[config.mk]
export PLATFORM = sky130hd
export DESIGN_NAME = call_request_latch
export DESIGN_NICKNAME = d
export VERILOG_FILES = /design/src/rtl/elevator_pkg.sv /design/src/rtl/call_debouncer.sv /design/src/rtl/call_request_latch.sv
export SDC_FILE = /design/constraint.sdc
export NUM_CORES = 1
export LEC_CHECK = 0
export BUFFER_PORTS_ARGS = -buffer_cell sky130_fd_sc_hd__buf_2
export CELL_PAD_IN_SITES_DETAIL_PLACEMENT = 0
export CELL_PAD_IN_SITES_GLOBAL_PLACEMENT = 2
export CORE_UTILIZATION = 38
export CTS_CLUSTER_SIZE = 16
export DETAILED_ROUTE_END_ITERATION = 8
export GPL_TIMING_DRIVEN = 1
export PLACE_DENSITY = 0.83
export SYNTH_ARGS = -nofsm -noshare
export SYNTH_HDL_FRONTEND = slang
export SYNTH_HIERARCHICAL = 1
export SYNTH_SLANG_ARGS = --single-unit
[constraint.sdc]
create_clock -name CLK -period 2.1 [get_ports CLK]
set_input_delay 0.525 -clock CLK [delete_from_list [all_inputs] [get_ports CLK]]
set_output_delay 0.525 -clock CLK [all_outputs]
set_load 0.005 [all_outputs]
[src/rtl/elevator_pkg.sv]
// Shared elevator definitions: floor count/width, debounce default and status bit encoding.
package elevator_pkg;

  localparam int NUM_FLOORS = 8;
  localparam int FLOOR_W    = 4;
  localparam int DEB_TICKS  = 4;

  typedef logic [FLOOR_W-1:0] floor_t;

  // Status vector bit order used by the state machine.
  typedef enum logic [1:0] {
    STAT_UP    = 2'd0,
    STAT_DOWN  = 2'd1,
    STAT_OPEN  = 2'd2,
    STAT_CLOSE = 2'd3
  } status_bit_e;

  // Which hall call directions a door-open service clears: {down_en, up_en}.
  // An idle car (neither direction) serves both.
  function automatic logic [1:0] dir_clear_mask(input logic dir_up, input logic dir_down);
    logic [1:0] mask;
    mask[0] = dir_up | ~dir_down;
    mask[1] = dir_down | ~dir_up;
    return mask;
  endfunction

endpackage

[src/rtl/call_debouncer.sv]
// One raw input: 2-flop synchroniser, tick-driven debounce counter, stable level and a registered rise pulse.
module call_debouncer #(
  parameter int DEB_TICKS = 4
) (
  input  logic CLK,
  input  logic RST,
  input  logic tick,
  input  logic raw,
  output logic rise
);

  localparam int CNT_W = (DEB_TICKS > 2) ? $clog2(DEB_TICKS) : 1;
  localparam logic [CNT_W-1:0] LAST = CNT_W'(DEB_TICKS - 1);

  logic [1:0]       sync;
  logic [CNT_W-1:0] cnt;
  logic             stable;

  // Synchronise, then accept a new level only after DEB_TICKS consecutive differing tick samples.
  always_ff @(posedge CLK or negedge RST) begin
    if (!RST) begin
      sync   <= 2'b00;
      cnt    <= '0;
      stable <= 1'b0;
      rise   <= 1'b0;
    end else begin
      sync <= {sync[0], raw};
      rise <= 1'b0;
      if (tick) begin
        if (sync[1] != stable) begin
          if (cnt == LAST) begin
            stable <= sync[1];
            cnt    <= '0;
            rise   <= sync[1];
          end else begin
            cnt <= cnt + CNT_W'(1);
          end
        end else begin
          cnt <= '0;
        end
      end else begin
        cnt <= cnt;
      end
    end
  end

endmodule

[src/rtl/call_request_latch.sv]
// Debounces car/hall inputs and latches up/down/car call vectors, cleared when the car is serviced at a floor.
// Optional build macro CALL_CANCEL_EN: a fresh press on an already latched call cancels it.
module call_request_latch #(
  parameter int NUM_FLOORS = elevator_pkg::NUM_FLOORS,
  parameter int DEB_TICKS  = elevator_pkg::DEB_TICKS,
  parameter int FLOOR_W    = elevator_pkg::FLOOR_W
) (
  input  logic                  CLK,
  input  logic                  RST,
  input  logic                  tick,
  input  logic [NUM_FLOORS-1:0] car_sw,
  input  logic [2:0]            hall_sel,
  input  logic                  btn_up,
  input  logic                  btn_down,
  input  logic [FLOOR_W-1:0]    cur_floor,
  input  logic                  door_open,
  input  logic                  dir_up,
  input  logic                  dir_down,
  output logic [NUM_FLOORS-1:0] up_call,
  output logic [NUM_FLOORS-1:0] down_call,
  output logic [NUM_FLOORS-1:0] car_call,
  output logic                  new_call
);

  import elevator_pkg::*;

  logic [2:0]            hall_meta;
  logic [2:0]            hall_sync;
  logic [NUM_FLOORS-1:0] car_rise;
  logic                  up_rise;
  logic                  down_rise;

  logic [1:0]            dir_clr;
  logic [NUM_FLOORS-1:0] up_set, down_set, car_set;
  logic [NUM_FLOORS-1:0] up_clr, down_clr, car_clr;
  logic [NUM_FLOORS-1:0] up_nxt, down_nxt, car_nxt;
  logic                  new_nxt;

  for (genvar i = 0; i < NUM_FLOORS; i++) begin : g_car
    call_debouncer #(.DEB_TICKS(DEB_TICKS)) u_deb (
      .CLK  (CLK),
      .RST  (RST),
      .tick (tick),
      .raw  (car_sw[i]),
      .rise (car_rise[i])
    );
  end

  call_debouncer #(.DEB_TICKS(DEB_TICKS)) u_deb_up (
    .CLK  (CLK),
    .RST  (RST),
    .tick (tick),
    .raw  (btn_up),
    .rise (up_rise)
  );

  call_debouncer #(.DEB_TICKS(DEB_TICKS)) u_deb_down (
    .CLK  (CLK),
    .RST  (RST),
    .tick (tick),
    .raw  (btn_down),
    .rise (down_rise)
  );

  // Hall floor select is only synchronised; it is consumed at the debounced button edge.
  always_ff @(posedge CLK or negedge RST) begin
    if (!RST) begin
      hall_meta <= 3'd0;
      hall_sync <= 3'd0;
    end else begin
      hall_meta <= hall_sel;
      hall_sync <= hall_meta;
    end
  end

  // Set/clear decode; a clear on the same bit always beats a set or cancel.
  always_comb begin
    dir_clr  = dir_clear_mask(dir_up, dir_down);
    up_set   = '0;
    down_set = '0;
    car_set  = car_rise;
    up_clr   = '0;
    down_clr = '0;
    car_clr  = '0;
    for (int i = 0; i < NUM_FLOORS; i++) begin
      up_set[i]   = up_rise   & (int'(hall_sync) == i) & (i != NUM_FLOORS - 1);
      down_set[i] = down_rise & (int'(hall_sync) == i) & (i != 0);
      car_clr[i]  = door_open & (int'(cur_floor) == i);
      up_clr[i]   = car_clr[i] & dir_clr[0];
      down_clr[i] = car_clr[i] & dir_clr[1];
    end
`ifdef CALL_CANCEL_EN
    up_nxt   = (up_call   ^ up_set)   & ~up_clr;
    down_nxt = (down_call ^ down_set) & ~down_clr;
    car_nxt  = (car_call  ^ car_set)  & ~car_clr;
`else
    up_nxt   = (up_call   | up_set)   & ~up_clr;
    down_nxt = (down_call | down_set) & ~down_clr;
    car_nxt  = (car_call  | car_set)  & ~car_clr;
`endif
    new_nxt = |((up_set   & ~up_call   & ~up_clr) |
                (down_set & ~down_call & ~down_clr) |
                (car_set  & ~car_call  & ~car_clr));
  end

  // Call vectors and the new-call pulse.
  always_ff @(posedge CLK or negedge RST) begin
    if (!RST) begin
      up_call   <= '0;
      down_call <= '0;
      car_call  <= '0;
      new_call  <= 1'b0;
    end else begin
      up_call   <= up_nxt;
      down_call <= down_nxt;
      car_call  <= car_nxt;
      new_call  <= new_nxt;
    end
  end

endmodule

# Yosys cells after proc, flatten, opt, wreduce, memory -nomap -nowiden
# Index checks and enable logic that the tools add are counted.
# W data, S select, Z words.
# word_totals
register_bits	91
in_bits	23
out_inout_bits	25
word_cells	215
# op_classes
n_addsub	10
eq_ne	34
mux	50
n_bitwise	62
n_reduce_logical	13
# op_table
operator	n
$and A8 B8 Y8	8
$not A8 Y8	6
$mux W2	20
$and A1 B1 Y1	38
$or A8 B8 Y8	4
$mux W1	30
$reduce_and A3 Y1	10
$add A2 B1 Y2 const B	10
$eq A2 B2 Y1 const B	10
$eq A4 B4 Y1 const B	4
$eq A3 B3 Y1 const B	4
$ne A1 B1 Y1	10
$and A7 B8 Y8	1
$eq A4 B3 Y1 const B	2
$or A8 B7 Y8	1
$reduce_or A8 Y1	1
$eq A3 B2 Y1 const B	2
$eq A4 B2 Y1 const B	1
$logic_not A4 Y1	1
$eq A3 B1 Y1 const B	1
$logic_not A3 Y1	1
$not A1 Y1	2
$or A1 B1 Y1	2

# Longest topological paths before layout
# Gate-level depths: netlist of the first run.
# depth
depth_word	8
depth_mapped	6
ltp_nobuf	5

# Modules after synthesis
# The synthesis of the first run kept the hierarchy.
# by_module_without_submodules
module	n_inst	cells_each	area_per_inst_um2	seq_area_each_um2
call_debouncer	10	17	226.5	150.1
call_request_latch	1	160	1590.3	775.7

# Worst setup path after synthesis of the first run
# OpenSTA, ideal clock, no wires.
# synth_path
kind	input port to flip-flop
startpoint	input cur_floor[3]
endpoint	register new_call
setup_ns	0.139
t_arrival_ns	1.940
required_ns	1.961
setup_slack_ns	0.022
path_stages	6
path_cell_list	and3b_1 -> buf_6 -> nand2_2 -> a221o_1 -> or4_1 -> or4_1
# synth_via
elab_chain_len	8
elab_cells_between_ends	41
classes_between	eq/ne: 7; bitwise: 32; reduce/logical: 2
# synth_rtl
element	line_no	text
from (decl)	call_request_latch.sv:15	input logic [FLOOR_W-1:0] cur_floor,
$eq A4 B2 Y1, or another cell as far along	call_request_latch.sv:88	car_clr[i] = door_open & (int'(cur_floor) == i);
$and A1 B1 Y1	call_request_latch.sv:88	
$and A1 B1 Y1 (on tied branches)	call_request_latch.sv:89, call_request_latch.sv:90	
$not A8 Y8 (on tied branches)	call_request_latch.sv:101, call_request_latch.sv:102	
$and A8 B8 Y8 (on tied branches)	call_request_latch.sv:101, call_request_latch.sv:102	
$or A8 B8 Y8	call_request_latch.sv:101	new_nxt = |((up_set & ~up_call & ~up_clr) |
$or A8 B8 Y8 (*)	call_request_latch.sv:102	(down_set & ~down_call & ~down_clr) |
$reduce_or A8 Y1 (*)	call_request_latch.sv:101	
named net new_nxt	call_request_latch.sv:37	logic new_nxt;
to (signal assigned)	call_request_latch.sv:117	new_call <= new_nxt;
to (decl)	call_request_latch.sv:22	output logic new_call
# The timed path passes the listed nets; every way through them passes the cells marked *.
# A chain may end at the register's enable or synchronous reset.

# Worst setup path after layout of the first run
# layout_path
startpoint	input cur_floor[2]
endpoint	register new_call
# The elaborated chain is that of the path after synthesis.

==> summary.txt, run 1 <==
Drt
  – DR vias/cell: 4.98
  – Avg WL per Cell: 14.4 µm
  – Starting DRT DRC Count: 170
  – Drt pass-1 iters: 4
  – DRT antenna net count: 0
  – Drt drc: 0
  – Vias: 2737
  – Routed WL: 7930 µm

Worst setup path
  – Worst path max stage delay: 0.41 ns
  – Most frequent CP cell: or4_1
  – CP required: 2.32 ns
  – Crit-path slowest cell: or4_1
  – Critical path origin: cur_floor[2]
  – CP arrival: 2.20 ns
  – CP Depth: 7
  – Worst Path Max Fanout: 2
  – Critical path cell sequence: buf_2, nor3b_1, buf_4, nand2_1, a221o_1, or4_1, or4_1
  – CP Capture Type: flip-flop
  – Worst Setup Start Kind: input port
  – WP buf/inv: 2
  – Delay-heaviest family, CP: simple AND/OR/NAND/NOR gates
  – Setup CP Type: in2reg
  – FF-to-FF Start: hall_sync[0]
  – Worst R2R Path Depth: 5

Placed design
  – IO buf count: 47
  – GP Congestion: 0.856
  – Pre-CTS setup slack: -0.281 ns
  – DP Area: 0.00449 mm²
  – Dpl hpwl: 5970 µm

Yosys
  – Most frequent cell after synthesis: dfrtp_1
  – Top cell type's share of synthesized area: 59.1%
  – Top FF cell, synth: dfrtp_1
  – Synthesized area per cell: 11.7 µm²
  – Async SR Flop Fraction: 100%
  – YS warnings: 6
  – Synth Net Count: 363
  – Post-synth cell types: 51
  – Synth top cells by count: dfrtp_1 (91), inv_1 (28), nand2_1 (28), nor2_1 (22), o22ai_1 (21)
  – Mapped cell area: 0.00385 mm²
  – Post-synth top area cell: dfrtp_1
  – Post-synth EDFFs: 0
  – Area contributors post-synth: dfrtp_1 (59%), o22ai_1 (3.4%), ha_1 (3.2%), mux2_2 (2.9%), inv_1 (2.7%)
  – Synthesis-stage register bit count: 91
  – Register area share after synthesis: 59.1%
  – Synthesized instance count: 330

Clocking
  – Clk buf depth: 2
  – Clk sinks: 91
  – Worst skew pair latency: 0.35 ns
  – Hold_buf cts: 0
  – Htree depth: 3
  – CTS tree: done
  – Post-CTS Resized: 0
  – Reg clk slew, reported paths: 0.09 ns
  – Root Driver: clkbuf_8
  – Num CTS Buffers: 9
  – Postcts setup bufs: 0

Flow run
  – Max-cap check violation count: 0

Final layout
  – N_diodes: 0
  – Nets@finish: 446
  – Synth-to-Final Area Change: 21.5%
  – Layout cells sized above 1: 27.6%
  – Post-route cell area: 0.00468 mm²

Timing
  – Tcrit/Tclk final: 94.2%
  – Slew headroom: 70.6%
  – Final hold vios: 0
  – Least-Margin Pin Slew: 0.440 ns
  – Tmin final: 1.98 ns
  – Clock Skew: 0.00866 ns
  – RSZ-0062 raised after global routing: false
  – Max Slew Vio Count: 0
  – Fmax: 0.506 GHz
  – PnR worst setup slack: 0.122 ns
  – Final setup violation count: 0

Hold path
  – HP Class: in2async

Global route
  – Initial antenna violation count: 0
  – Total Routing Usage GR: 16.7%
  – Pin count of the biggest net entering global routing: 51
  – Gr ovfl total: 0
  – Vias in the first global route: 2685
  – First-pass GRT wire length: 13200 µm

Power and ir drop
  – Seq pwr share: 52.0%
  – Maximum VDD drop: 0.374 mV
  – Pwr dens: 1070 mW/mm²
  – Internal: 3440 µW
  – Sw Share: 31.1%
  – Combinational Power Share: 24.6%
  – Overall Power: 4990 µW
  – Leak pwr: 0.00219 µW
  – Net Sw Power: 1550 µW
  – Part of the power in the clock network: 23.4%

Floorplanning
  – Initial core utilization: 39.3%
  – Die area: 0.0106 mm²
  – Io pins: 48
  – Core area: 0.00982 mm²
  – Die width: 103 µm
  – # rows: 36
  – Chip height: 103 µm

Outcome
  – Outcome: finished clean
metal layers:
metal	track usage (%)	vias up	part of all wire, %
met4	6.70	0	1.5
met1	22.8	1332	47
met2	26.0	55	47
met3	3.73	10	3.9
li1	-	1340	-
met5	0	-	0
placed cells by master, fill, tap and decap left out, types with 12 or more instances in the layout:
master,n
dfrtp_1,91
buf_2,46
buf_4,30
nand2_1,28
inv_1,28
nor2_1,22
o22ai_1,21
nor3b_1,12
stage by stage:
step / std cells / util, % / hold slack (ns) / setup TNS, ns
2_1_floorplan: 330 / - / 0.229 / 0
3_3_place_gp: 535 / 45.8 / 0.332 / -0.266
3_5_place_dp: 535 / 45.8 / 0.335 / -0.281
4_1_cts: 550 / 47.7 / 0.0546 / 0
5_1_grt: 550 / 47.7 / 0.0523 / 0
6_report: 550 / 47.7 / 0.0471 / 0
cells by family (layout without fill, tap and decap cells):
kind of cell,count (synthesis),in the layout,synth area share (%)
and+or+nand+nor,109,109,16.2
xor gates and xnor gates,10,10,2.27
adders and majority gates,10,10,3.25
DFF,91,91,59.1
AOI/OAI and AO/OA,62,62,11.1
buffers and inverters,36,123,4.38
muxes,12,12,3.77
power by group through the flow:
stage	combinational [µW]	clock (µW)	sequential [µW]
floorplan	817	0	2550
global placement	1200	0	2600
detailed placement	1250	0	2640
CTS	1250	1200	2600
global route	1410	1260	2680
finish	1230	1170	2600
path summary, 6_finish.rpt:
| check | end | slack [ns] |
|---|---|---|
| setup / recovery | new_call | 0.12 |
| min in group CLK | g_car[2].u_deb/sync[0] | 0.27 |
| setup reg to reg | new_call | 0.12 |
| max in group asynchronous | g_car[0].u_deb/cnt[1] | 1.51 |
| hold reg to reg | g_car[0].u_deb/sync[1] | 0.35 |
| hold / removal | g_car[7].u_deb/cnt[1] | 0.05 |
flip-flops by register name, summed over array words and instances, names as in the netlist, 3 cells and up:
name	cells
hall_sync	3
car_call	8
g_car.u_deb/cnt	16
g_car.u_deb/rise	8
down_call	8
up_call	8
g_car.u_deb/sync	16
hall_meta	3
g_car.u_deb/stable	8
final cells by class:
cell class	instances	area, µm²
Multi-Input combinational cell	203	1410
Inverter	28	105
Sequential cell	91	2280
Clock inverter	6	66.3
Timing Repair Buffer	80	536
Clock buffer	9	124
Tap cell	133	166
Fill cell	953	5140
Note: power is estimated with default switching activity, not from simulation.
==> inputs of run 2 (changes only) <==
--- a/config.mk
+++ b/config.mk
@@ -5,12 +5,12 @@
 export SDC_FILE = /design/constraint.sdc
 export NUM_CORES = 1
 export LEC_CHECK = 0
-export BUFFER_PORTS_ARGS = -buffer_cell sky130_fd_sc_hd__buf_2
 export CELL_PAD_IN_SITES_DETAIL_PLACEMENT = 0
 export CELL_PAD_IN_SITES_GLOBAL_PLACEMENT = 2
-export CORE_UTILIZATION = 38
+export CORE_UTILIZATION = 42
 export CTS_CLUSTER_SIZE = 16
 export DETAILED_ROUTE_END_ITERATION = 8
+export DONT_BUFFER_PORTS = 1
 export GPL_TIMING_DRIVEN = 1
 export PLACE_DENSITY = 0.83
 export SYNTH_ARGS = -nofsm -noshare
==> summary.txt, run 2 (synthesized netlist as in run 1, its figures left out) <==
Outcome
  – Outcome: complete, but fails checks
  – Failing checks: DRC, hold timing

Drt
  – Vias: 2537
  – DRT antenna net count: 0
  – Routed WL: 7930 µm
  – Drt pass-1 iters: 6
  – DR vias/cell: 5.43
  – Drt drc: 6
  – Avg WL per Cell: 17.0 µm
  – Starting DRT DRC Count: 136

Flow run
  – Max-cap check violation count: 0

Worst setup path
  – FF-to-FF Start: hall_sync[1]
  – Worst Path Max Fanout: 7
  – CP Capture Type: flip-flop
  – Worst reg2reg setup slack: 0.14 ns
  – Crit-path slowest cell: or4_1
  – CP arrival: 2.18 ns
  – Worst R2R Path Depth: 6
  – CP required: 2.32 ns
  – Reg-to-Reg End: new_call
  – Worst Setup Start Kind: flip-flop
  – Worst path max stage delay: 0.54 ns
  – Setup CP Type: reg2reg
  – Critical path cell sequence: buf_4, and3b_1, o31ai_1, o32a_1, nand4_1, or4_1

Global route
  – Vias in the first global route: 2489
  – GRT busiest layer: met2
  – Grt met1 use: 25.1%
  – Gr ovfl total: 0
  – Initial antenna violation count: 0
  – Total Routing Usage GR: 18.2%
  – Met3 Use GR: 3.79%
  – Met2 Use GR: 27.7%
  – First-pass GRT wire length: 13200 µm
  – Pin count of the biggest net entering global routing: 92

Floorplanning
  – Core area: 0.00881 mm²
  – Initial core utilization: 43.8%
  – Die area: 0.00957 mm²
  – Io pins: 48
  – # rows: 34
  – Chip height: 97.8 µm
  – Die width: 97.8 µm

Clocking
  – CTS tree: done
  – Root Driver: clkbuf_8
  – Clk buf depth: 2
  – Worst skew pair latency: 0.35 ns
  – Reg clk slew, reported paths: 0.09 ns
  – Clk sinks: 91
  – Htree depth: 3
  – Postcts setup bufs: 0
  – Num CTS Buffers: 9

Final layout
  – Cell Count, Final, Fillers Out: 467
  – Commonest non-fill, non-tap cells in the layout: dfrtp_1 (90), nand2_1 (28), inv_1 (28)
  – Nets@finish: 387
  – N_diodes: 0
  – Most common cell after layout, fill and taps aside: dfrtp_1
  – Layout cells sized above 1: 15.3%
  – Top Registers: g_car.u_deb/cnt (16), g_car.u_deb/sync (16)
  – Synth-to-Final Area Change: 11.7%
  – Finished Core Util: 48.9%

Timing
  – RSZ-0062 raised after global routing: false
  – Total negative slack: 0 ns
  – Slew headroom: 69.0%
  – Clock Skew: 0.00828 ns
  – Tmin final: 1.96 ns
  – Tcrit/Tclk final: 93.4%
  – Max Slew Vio Count: 0
  – Hold Slack: -0.140 ns
  – Final hold vios: 91
  – Least-Margin Pin Slew: 0.464 ns
  – Fmax: 0.510 GHz
  – Final setup violation count: 0
  – PnR worst setup slack: 0.138 ns

Placed design
  – GP Congestion: 0.835
  – Total placed cells including tap cells: 451
  – IO buf count: 0
  – Pre-CTS setup slack: -0.209 ns
  – Dpl hpwl: 5630 µm

Power and ir drop
  – Pwr dens: 1140 mW/mm²
  – Leak pwr: 0.00192 µW
  – Maximum VDD drop: 0.512 mV

Hold path
  – HP Class: in2async
[run 2: cell count changes in the layout (fill, tap and decap cells not counted), sizes merged]
cell / before / now
clkinvlp: 2 / 0
clkinv: 2 / 1
buf: 80 / 21
clkbuf: 9 / 12
bufinv: 1 / 2
[run 2: metrics by stage]
| step | power (µW) | instance area, µm² | hold slack (ns) |
|---|---|---|---|
| 2_1_floorplan | 3370 | 3850 | 0.229 |
| 3_3_place_gp | 3600 | 4100 | 0.232 |
| 3_5_place_dp | 3670 | 4100 | 0.232 |
| 4_1_cts | 4960 | 4310 | -0.161 |
| 5_1_grt | 5240 | 4310 | -0.170 |
| 6_report | 4900 | 4310 | -0.140 |
[run 2: layout make-up]
type / count / area [µm²]
repair buffers: 21 / 170
flip-flops and latches: 91 / 2280
multi-input cells: 203 / 1410
inverters: 28 / 105
well taps: 108 / 135
clock inverters: 4 / 73.8
clock buffers: 12 / 135
fillers: 797 / 4500
[run 2: repair_timing]
item	CTS	global route
resized for setup	0	2
setup endpoints to repair	0	1
hold endpoints to repair	91	91
[run 2: worst max-delay path by stage]
stage / from / to / cells after the start
after floorplan: cur_floor[3] / new_call / 6
final: hall_sync[1] / new_call / 6
after global placement: cur_floor[2] / new_call / 6
after CTS: hall_sync[0] / new_call / 5
after global routing: hall_sync[1] / new_call / 5
after detailed placement: cur_floor[2] / new_call / 6
[run 2: power by group]
part | internal [µW] | switching [µW]
Combinational | 545 | 433
Sequential | 2220 | 423
Clock | 676 | 603
[run 2: routing by layer]
metal,wire length [µm],vias up
met5,0,-
met4,189,0
met3,323,16
met2,3700,49
met1,3720,1252
li1,-,1220
[run 2: worst max-delay path, delay by kind of cell, from the launching register on]
| kind | cells | cell delay (ns) |
|---|---|---|
| compound gates | 2 | 0.39 |
| flops | 1 | 0.45 |
| simple gates | 3 | 0.82 |
| buf+inv | 1 | 0.19 |
==> inputs of run 3 (changes only) <==
--- a/config.mk
+++ b/config.mk
@@ -5,14 +5,15 @@
 export SDC_FILE = /design/constraint.sdc
 export NUM_CORES = 1
 export LEC_CHECK = 0
+export ABC_AREA = 1
 export CELL_PAD_IN_SITES_DETAIL_PLACEMENT = 0
 export CELL_PAD_IN_SITES_GLOBAL_PLACEMENT = 2
-export CORE_UTILIZATION = 42
+export CORE_UTILIZATION = 37
 export CTS_CLUSTER_SIZE = 16
 export DETAILED_ROUTE_END_ITERATION = 8
 export DONT_BUFFER_PORTS = 1
 export GPL_TIMING_DRIVEN = 1
-export PLACE_DENSITY = 0.83
+export PLACE_DENSITY = 0.82
 export SYNTH_ARGS = -nofsm -noshare
 export SYNTH_HDL_FRONTEND = slang
 export SYNTH_HIERARCHICAL = 1
==> summary.txt, run 3 <==
Outcome
  – Outcome: complete, but fails checks
  – Failing checks: hold timing

Yosys
  – Async SR Flop Fraction: 100%
  – Synthesized area per cell: 8.25 µm²
  – Post-Synth XOR/XNOR Area: 0%
  – Synthesized instance count: 495
  – Synth top cells by count: nand2_1 (165), dfrtp_1 (91), inv_1 (84), nor2_1 (55), a21oi_1 (23)
  – Adder-cell share of the synthesized area: 3.06%
  – Register area share after synthesis: 55.7%
  – Synth Net Count: 528
  – Top cell type's share of synthesized area: 55.7%
  – Largest family of logic cells by synthesized area: simple AND/OR/NAND/NOR gates
  – Mux contribution to synthesized area: 0%
  – Area contributors post-synth: dfrtp_1 (56%), nand2_1 (15%), inv_1 (7.7%), nor2_1 (5.1%), nand2_2 (3.2%)
  – Synth Area in Simple Gates: 27.2%
  – Synth Area in Compound Gates: 5.82%
  – Top FF cell, synth: dfrtp_1
  – Post-synth cell types: 20
  – Post-synth top area cell: dfrtp_1
  – YS warnings: 6
  – Most frequent cell after synthesis: nand2_1
  – Synthesis-stage register bit count: 91
  – Post-synth EDFFs: 0
  – Mapped cell area: 0.00409 mm²

Drt
  – Drt drc: 0
  – Vias: 2942
  – Drt pass-1 iters: 4
  – Starting DRT DRC Count: 122
  – DRT antenna net count: 0
  – Avg WL per Cell: 13.0 µm
  – Routed WL: 8400 µm
  – DR vias/cell: 4.55

Final layout
  – Synth-to-Final Area Change: 9.56%
  – Top Registers: g_car.u_deb/cnt (16), g_car.u_deb/sync (16)
  – Nets@finish: 539
  – Most common cell after layout, fill and taps aside: nand2_1
  – # fillers: 1032
  – Cell Count, Final, Fillers Out: 647
  – Layout cells sized above 1: 9.20%
  – Commonest non-fill, non-tap cells in the layout: nand2_1 (165), dfrtp_1 (91), inv_1 (84)
  – N_diodes: 0

Power and ir drop
  – Part of the power in the clock network: 26.9%
  – Maximum VDD drop: 0.397 mV
  – Net Sw Power: 1570 µW
  – Combinational Power Share: 19.8%
  – Internal: 3290 µW
  – Leak pwr: 0.00242 µW
  – Pwr dens: 1090 mW/mm²
  – Sw Share: 32.3%
  – Overall Power: 4860 µW
  – Seq pwr share: 53.2%

Clocking
  – Worst skew pair latency: 0.36 ns
  – Clk buf depth: 2
  – Reg clk slew, reported paths: 0.09 ns
  – CTS tree: done
  – Htree depth: 3
  – Root Driver: clkbuf_8
  – Clk sinks: 91
  – Post-CTS Resized: 0
  – Postcts setup bufs: 0
  – Num CTS Buffers: 9

Floorplanning
  – Chip height: 107 µm
  – Io pins: 48
  – Die area: 0.0115 mm²
  – Die width: 107 µm
  – Initial core utilization: 38.9%
  – Core area: 0.0105 mm²
  – # rows: 37

Worst setup path
  – Worst Path Max Fanout: 7
  – Setup CP Type: reg2reg
  – CP arrival: 1.78 ns
  – Worst Setup Start Kind: flip-flop
  – Worst reg2reg setup slack: 0.62 ns
  – CP required: 2.41 ns
  – CP Capture Type: flip-flop

Placed design
  – Total placed cells including tap cells: 631
  – GP Congestion: 0.815
  – IO buf count: 0
  – Dpl hpwl: 5970 µm

Timing
  – Least-Margin Pin Slew: 0.548 ns
  – Final hold vios: 91
  – Total negative slack: 0 ns
  – Max Slew Vio Count: 0
  – RSZ-0062 raised after global routing: false
  – Fmax: 0.678 GHz
  – Tcrit/Tclk final: 70.3%
  – Slew headroom: 63.3%
  – Tmin final: 1.48 ns
  – Hold Slack: -0.150 ns
  – Final setup violation count: 0
  – Clock Skew: 0.00926 ns

Global route
  – Initial antenna violation count: 0
  – Pin count of the biggest net entering global routing: 92
  – Vias in the first global route: 2846
  – Gr ovfl total: 0
  – First-pass GRT wire length: 14000 µm
  – Total Routing Usage GR: 16.3%

Flow run
  – Max-cap check violation count: 0

Hold path
  – HP Class: in2async
run 3: layout make-up:
| class | count | area, µm² | area share, % |
|---|---|---|---|
| sequential | 91 | 2280 | 50.9 |
| multi-input combinational | 318 | 1480 | 33.0 |
| inverter | 84 | 315 | 7.05 |
| clock buffer | 13 | 179 | 4.00 |
| tap | 136 | 170 | 3.80 |
| clock inverter | 3 | 43.8 | 0.978 |
| timing repair buffer | 2 | 15.0 | 0.335 |
run 3: path summary, 6_finish.rpt:
kind | from | to | depth (start not counted)
worst max-delay path | hall_sync[2] | new_call | 9
worst min-delay path | RST | car_call[1] | 0
worst max register to register | hall_sync[2] | new_call | 9
worst min register to register | g_car[0].u_deb/sync[0] | g_car[0].u_deb/sync[1] | 0
max in group asynchronous | RST | g_car[7].u_deb/cnt[1] | 0
min in group CLK | car_sw[6] | g_car[6].u_deb/sync[0] | 0
run 3: worst max-delay path, cell delays in order, from the launching register on:
cell     delay, ns
dfrtp_1       0.41
nor2_1        0.45
nand2_1       0.15
nor2_1        0.12
nand2_1       0.06
nand2_1       0.06
inv_1         0.04
nand2_1       0.05
nor2_1        0.03
nand2_1       0.05
run 3: logic make-up after synthesis:
family                     Yosys count
adders and majority gates           10
and+or+nand+nor                    263
DFF                                 91
AOI/OAI and AO/OA                   45
buffers and inverters               86
run 3: power by group through the flow:
stage                     clock network (µW)  registers, µW  logic [µW]
final                                   1310           2590         965
after global routing                    1430           2660        1170
after CTS                               1350           2600         980
after global placement                     0           2620         941
after floorplan                            0           2510         816
after detailed placement                   0           2640         967
run 3: through the flow:
| stage | util [%] | cell area (µm²) | setup slack [ns] |
|---|---|---|---|
| final | 42.6 | 4480 | 0.624 |
| after global routing | 42.6 | 4480 | 0.455 |
| after CTS | 42.6 | 4480 | 0.613 |
| after detailed placement | 40.5 | 4250 | 0.376 |
| after global placement | 40.5 | 4250 | 0.384 |
| after floorplan | - | 4090 | 0.656 |
run 3: layer usage:
metal | track usage [%] | vias to the layer above | wire (µm)
met2 | 24.6 | 69 | 3750
met5 | 0 | - | 0
li1 | - | 1508 | -
met3 | 5.35 | 14 | 592
met1 | 21.5 | 1351 | 3900
met4 | 6.56 | 0 | 158
